==> src/rtl/seg_scan_controller.sv <==
// seg_scan_controller: time-multiplexes one shared hex decoder across NUM_DIGITS common-anode digits,
// with a per-digit register file and a blank gap at the start of every slot to prevent ghosting.
module seg_scan_controller #(
    parameter int NUM_DIGITS   = 4,
    parameter int REFRESH_DIV  = 50_000,
    parameter int BLANK_CYCLES = 500,
    localparam int AW = $clog2(NUM_DIGITS)
) (
    input  logic                  clk_in,
    input  logic                  nReset,
    input  logic                  enable,
    input  logic                  wr_en,
    input  logic [AW-1:0]         wr_addr,
    input  logic [3:0]            wr_data,
    input  logic                  wr_dp,
    input  logic                  wr_blank,
    output logic [3:0]            hex_out,
    output logic                  dp_out,
    output logic [NUM_DIGITS-1:0] an,
    output logic [AW-1:0]         digit_sel,
    output logic                  frame_tick
);
    localparam int CW = $clog2(REFRESH_DIV);
    localparam logic [1:0] IDLE  = 2'd0;
    localparam logic [1:0] BLANK = 2'd1;
    localparam logic [1:0] SHOW  = 2'd2;
    localparam logic [NUM_DIGITS-1:0] ALL_OFF = '1;
    localparam logic [CW-1:0] BLANK_LAST = CW'(BLANK_CYCLES - 1);
    localparam logic [CW-1:0] SHOW_LAST  = CW'(REFRESH_DIV - BLANK_CYCLES - 1);
    localparam logic [AW-1:0] LAST_DIGIT = AW'(NUM_DIGITS - 1);

    logic [3:0]    val [NUM_DIGITS];
    logic          dp  [NUM_DIGITS];
    logic          blk [NUM_DIGITS];
    logic [1:0]    state;
    logic [CW-1:0] cnt;
    logic          blank_latched;
    logic [AW-1:0] next_sel;

    assign next_sel = (digit_sel == LAST_DIGIT) ? '0 : digit_sel + 1'b1;

    always_ff @(posedge clk_in) begin
        if (!nReset) begin
            for (int i = 0; i < NUM_DIGITS; i++) begin
                val[i] <= '0;
                dp[i]  <= 1'b0;
                blk[i] <= 1'b0;
            end
            state         <= IDLE;
            cnt           <= '0;
            an            <= ALL_OFF;
            hex_out       <= '0;
            dp_out        <= 1'b0;
            blank_latched <= 1'b0;
            digit_sel     <= '0;
            frame_tick    <= 1'b0;
        end else begin
            // register file reads below see pre-write contents, giving read-before-write
            if (wr_en && 32'(wr_addr) < NUM_DIGITS) begin
                val[wr_addr] <= wr_data;
                dp[wr_addr]  <= wr_dp;
                blk[wr_addr] <= wr_blank;
            end
            frame_tick <= 1'b0;
            case (state)
                IDLE: begin
                    an  <= ALL_OFF;
                    cnt <= '0;
                    if (enable) begin
                        state         <= BLANK;
                        hex_out       <= val[digit_sel];
                        dp_out        <= dp[digit_sel];
                        blank_latched <= blk[digit_sel];
                    end
                end
                BLANK: begin
                    if (!enable) begin
                        state <= IDLE;
                        cnt   <= '0;
                        an    <= ALL_OFF;
                    end else if (cnt == BLANK_LAST) begin
                        state <= SHOW;
                        cnt   <= '0;
                        an    <= blank_latched ? ALL_OFF : ~(NUM_DIGITS'(1) << digit_sel);
                    end else begin
                        cnt <= cnt + 1'b1;
                    end
                end
                SHOW: begin
                    if (!enable) begin
                        state <= IDLE;
                        cnt   <= '0;
                        an    <= ALL_OFF;
                    end else if (cnt == SHOW_LAST) begin
                        state         <= BLANK;
                        cnt           <= '0;
                        an            <= ALL_OFF;
                        digit_sel     <= next_sel;
                        frame_tick    <= (digit_sel == LAST_DIGIT);
                        hex_out       <= val[next_sel];
                        dp_out        <= dp[next_sel];
                        blank_latched <= blk[next_sel];
                    end else begin
                        cnt <= cnt + 1'b1;
                    end
                end
                default: begin
                    state <= IDLE;
                    cnt   <= '0;
                    an    <= ALL_OFF;
                end
            endcase
        end
    end
endmodule

==> config.mk <==
export PLATFORM = sky130hd
export DESIGN_NAME = seg_scan_controller
export DESIGN_NICKNAME = d
export VERILOG_FILES = /design/src/rtl/seg_scan_controller.sv
export SDC_FILE = /design/constraint.sdc
export NUM_CORES = 1
export LEC_CHECK = 0
export CAP_MARGIN = 10
export CORE_MARGIN = 2
export CORE_UTILIZATION = 50
export CTS_BUF_LIST = sky130_fd_sc_hd__clkbuf_4 sky130_fd_sc_hd__clkbuf_8
export CTS_CLUSTER_DIAMETER = 120
export DETAILED_ROUTE_END_ITERATION = 12
export PLACE_DENSITY = 0.8
export SYNTH_ARGS = -nofsm -noshare
export SYNTH_HDL_FRONTEND = slang
export SYNTH_SLANG_ARGS = --single-unit
export TNS_END_PERCENT = 10
==> constraint.sdc <==
create_clock -name clk_in -period 4.5 [get_ports clk_in]
set_input_delay 0.45 -clock clk_in [delete_from_list [all_inputs] [get_ports clk_in]]
set_output_delay 0.45 -clock clk_in [all_outputs]
set_load 0.05 [all_outputs]
==> out/summary.log <==
INFO  critical_path  worstReg2RegStart=cnt[3]
INFO  timing         max_clock_freq=0.356GHz
INFO  synth          syn-instance-count=261
INFO  detailed_routing routed_wire_length_per_instance=15.7um
INFO  final_layout   layout-drive-gt1-share=12.0%
INFO  timing         worst_slew_margin_rel=36.3%
INFO  grt            grt_start_max_net_pins=22
INFO  place          place.gp.congestion=0.869
INFO  timing         worst_hold_slack=0.489ns
INFO  final_layout   flow.area_growth_from_synthesis=18.4%
INFO  die            die-area=6280squm
INFO  die            starting_utilization_of_the_core_area=51.7%
INFO  grt            antenna_violations_before_repair=0
INFO  grt            grtUsageTotal=20.5%
INFO  clock_network  insertion_delay=0.34ns
INFO  hold_path      hold-path-cell-count=2
INFO  die            ios=24
INFO  final_layout   layout.cells.most_common=sky130_fd_sc_hd__dfxtp_1
INFO  clock_network  cts.sinks=57
INFO  timing         hold_viol=0
INFO  detailed_routing first_pass_iters=4
INFO  die            core_area=5470squm
INFO  timing         finalClockSkew=0.00922ns
INFO  clock_network  cts_tree=built
INFO  power_and_ir_drop power_per_cell_area=367nW/um^2
INFO  synth          synth_simple_gate_area_share=22.6%
INFO  grt            grt_pass1_vias=2130
INFO  synth          synth_area=2830squm
INFO  die            die_w=79.2um
INFO  detailed_routing vias=2059
INFO  synth          postSynthAreaPerCell=10.8squm
INFO  critical_path  worstPathBufferInverterCount=0
INFO  clock_network  htreeDepth=3
INFO  synth          synthesis.nets=282
INFO  critical_path  capturing_element_type_of_the_critical_path=register
INFO  final_layout   antenna_cells_inserted=0
INFO  synth          synthMuxAreaShare=13.3%
INFO  hold_path      hold_path.startpoint=blk[2]
INFO  clock_network  post_cts.repair.setup_buffers=0
INFO  critical_path  worstPathCellList=or4bb_1, or4_4, a2bb2oi_2, mux2_1
INFO  grt            global_route.overflow_total=0
INFO  synth          ys_types=42
INFO  critical_path  crit_path_start_kind=register
INFO  timing         slew_viol_final=0
INFO  critical_path  timing.critical_path.max_delay_family=simple AND/OR/NAND/NOR gates
INFO  detailed_routing detail_route.drc_violations=0
INFO  final_layout   layout.cells.most_common_list=sky130_fd_sc_hd__dfxtp_1 (39), sky130_fd_sc_hd__nand2_1 (27), sky130_fd_sc_hd__clkdlybuf4s50_1 (23)
INFO  critical_path  worstReg2RegEnd=an[2]
INFO  power_and_ir_drop vdd_drop_max=338uV
INFO  critical_path  cp_slowest_stage_delay=0.78ns
INFO  clock_network  clock_tree.root_cell=sky130_fd_sc_hd__clkbuf_8
INFO  power_and_ir_drop p_switching=0.267mW
INFO  synth          synth_compound_area_share=7.12%
INFO  timing         setup-violations-final=0
INFO  synth          synth.ff_latch_count=57
INFO  final_layout   num-nets-final=307
INFO  detailed_routing antenna_violating_nets_post_route=0
INFO  timing         worst_slew_pin_slew=0.955ns
INFO  place          dp_hpwl=4.05mm
INFO  job            max-cap-violations=0
INFO  critical_path  critPathArrivalTime=3.03ns
INFO  detailed_routing postRouteWirelength=5.71mm
INFO  synth          post_synth_fa_ha_maj_area_fraction=3.98%
INFO  critical_path  worstRegToRegCells=4
INFO  power_and_ir_drop combinationalPowerShare=7.9%
INFO  timing         rsz0062_at_grt=false
INFO  synth          synthXorXnorAreaFrac=4.02%
INFO  critical_path  critical_path_class=reg2reg
INFO  die            die-height=79.2um
INFO  clock_network  clk_pin_slew_worst_paths=0.06ns
INFO  clock_network  cts_inserted_buffers=9
INFO  detailed_routing initialDrtViolationCount=85
INFO  critical_path  crit_path_top_delay_cell=sky130_fd_sc_hd__a2bb2oi_2
INFO  timing         min_period_over_period=62.5%
INFO  power_and_ir_drop pwr-share-seq=45.8%
INFO  die            placementRows=27
INFO  final_layout   num-fill-cells=471
INFO  place          buffer_ports.inserted=23
INFO  clock_network  cts-root-to-sink-buffers=2
INFO  detailed_routing route.detailed.vias_per_inst=5.67
INFO  status         result_of_the_run=finished, final reports clean
INFO  critical_path  worst-endpoint-required=4.72ns
INFO  hold_path      worst_hold_path.endpoint=blk[2]
INFO  power_and_ir_drop switching_fraction=21.7%
INFO  grt            global_route_wire_length_before_repair=9.81mm
INFO  synth          synth_warnings=0
INFO  timing         fin_crit=2.81ns
INFO  synth          yosysSeqAreaShare=46.7%
INFO  critical_path  crit_path_max_fanout=21
INFO  power_and_ir_drop power_frac_clock=46.3%
INFO  timing         setup-tns-final=0ns
INFO  clock_network  cts.repair.resized=0
INFO  synth          largest_family_of_logic_cells_by_synthesized_area=simple AND/OR/NAND/NOR gates
INFO  power_and_ir_drop p_leak=1.12nW
INFO  critical_path  setup.reg_to_reg.worst_slack=1.69ns
INFO  clock_network  cts_hold_repair.buffers=0
INFO  power_and_ir_drop power_report.internal_total=0.964mW
INFO  hold_path      min-delay-path-class=reg2reg
worst reg2reg max path: cells and delay by family (launching register included):
kind	cells	cell delay (ns)
AO/OA/AOI/OAI	1	0.78
AND/OR/NAND/NOR	2	1.08
flip-flops	1	0.40
multiplexers	1	0.42
cell type report:
cell class              instances  area (sq um)  share of cell area, %
flip-flops and latches         57          1320                   39.4
well taps                      72          90.1                   2.69
clock inverters                 2          60.1                   1.79
repair buffers                 24           238                   7.09
multi-input cells             189          1440                   43.1
inverters                       5          18.8                  0.560
clock buffers                  14           180                   5.38
how the worst max path moves through the flow:
stage,from,slack (ns),depth (start not counted),to
5_1_grt,cnt[3],1.57,4,an[2]
6_report,cnt[3],1.69,4,an[2]
2_1_floorplan,digit_sel[0],2.27,5,blank_latched
4_1_cts,cnt[3],1.70,4,an[2]
3_3_place_gp,cnt[3],1.73,4,an[0]
3_5_place_dp,cnt[3],1.70,4,an[2]
power groups by stage:
stage / Sequential, mW / Combinational, mW / Clock (mW)
3_3_place_gp: 0.573 / 0.0956 / 0
2_1_floorplan: 0.585 / 0.0501 / 0
4_1_cts: 0.564 / 0.0976 / 0.578
6_report: 0.564 / 0.0970 / 0.570
3_5_place_dp: 0.575 / 0.0972 / 0
5_1_grt: 0.566 / 0.104 / 0.599
synthesized netlist by cell type (all sizes together):
master	instances	area (sq um)
o21ai	10	50.0
a21oi	8	40.0
nand2	27	101
nand3b	1	7.51
inv	4	15.0
and3	6	37.5
nand2b	14	87.6
nand3	11	55.1
nand4bb	1	11.3
clkbuf	6	22.5
xnor2	7	61.3
nor3	18	90.1
edfxtp	18	541
o31ai	1	7.51
a211oi	7	52.6
or3	2	12.5
nor4	3	25.0
clkinv	1	3.75
ha	9	113
nor3b	5	37.5
mux2	4	45.0
and2	13	81.3
buf	4	23.8
dfxtp	39	781
or4bb	1	11.3
and4	3	26.3
xor2	6	52.6
o221a	1	11.3
o21a	1	7.51
o2bb2ai	1	8.76
or4	2	22.5
nor2	4	15.0
mux2i	6	60.1
o2111ai	1	8.76
a2bb2oi	1	15.0
mux4	12	270
nand4	3	18.8
registers in the layout, summed over array words and instances (netlist names), named ones only:
signal         cells
an                 4
blank_latched      1
blk                4
cnt               16
digit_sel          2
dp                 4
dp_out             1
frame_tick         1
hex_out            4
state              2
val               16
through the flow:
stage          util (%)  instances  area (sq um)  worst slack [ns]  power, mW
2_1_floorplan         -        261          2830              2.27      0.635
3_3_place_gp       56.9        347          3110              1.73      0.669
3_5_place_dp       56.9        347          3110              1.70      0.672
4_1_cts            61.2        363          3350              1.70       1.24
5_1_grt            61.2        363          3350              1.57       1.27
6_report           61.2        363          3350              1.69       1.23
cells by family after synthesis:
kind of cell | count (synthesis)
buf+inv | 15
mux | 22
compound gates | 31
simple gates | 114
xor+xnor | 13
flops | 57
fa+ha+maj | 9
per-layer routing:
layer	global-route usage (%)	vias to the layer above	wire, um
met4	9.83	0	203
met3	6.82	18	212
met2	35.0	43	2980
met1	22.9	982	2320
met5	0	-	0
li1	-	1016	-
No activity file was read; power rests on OpenSTA's default activity.
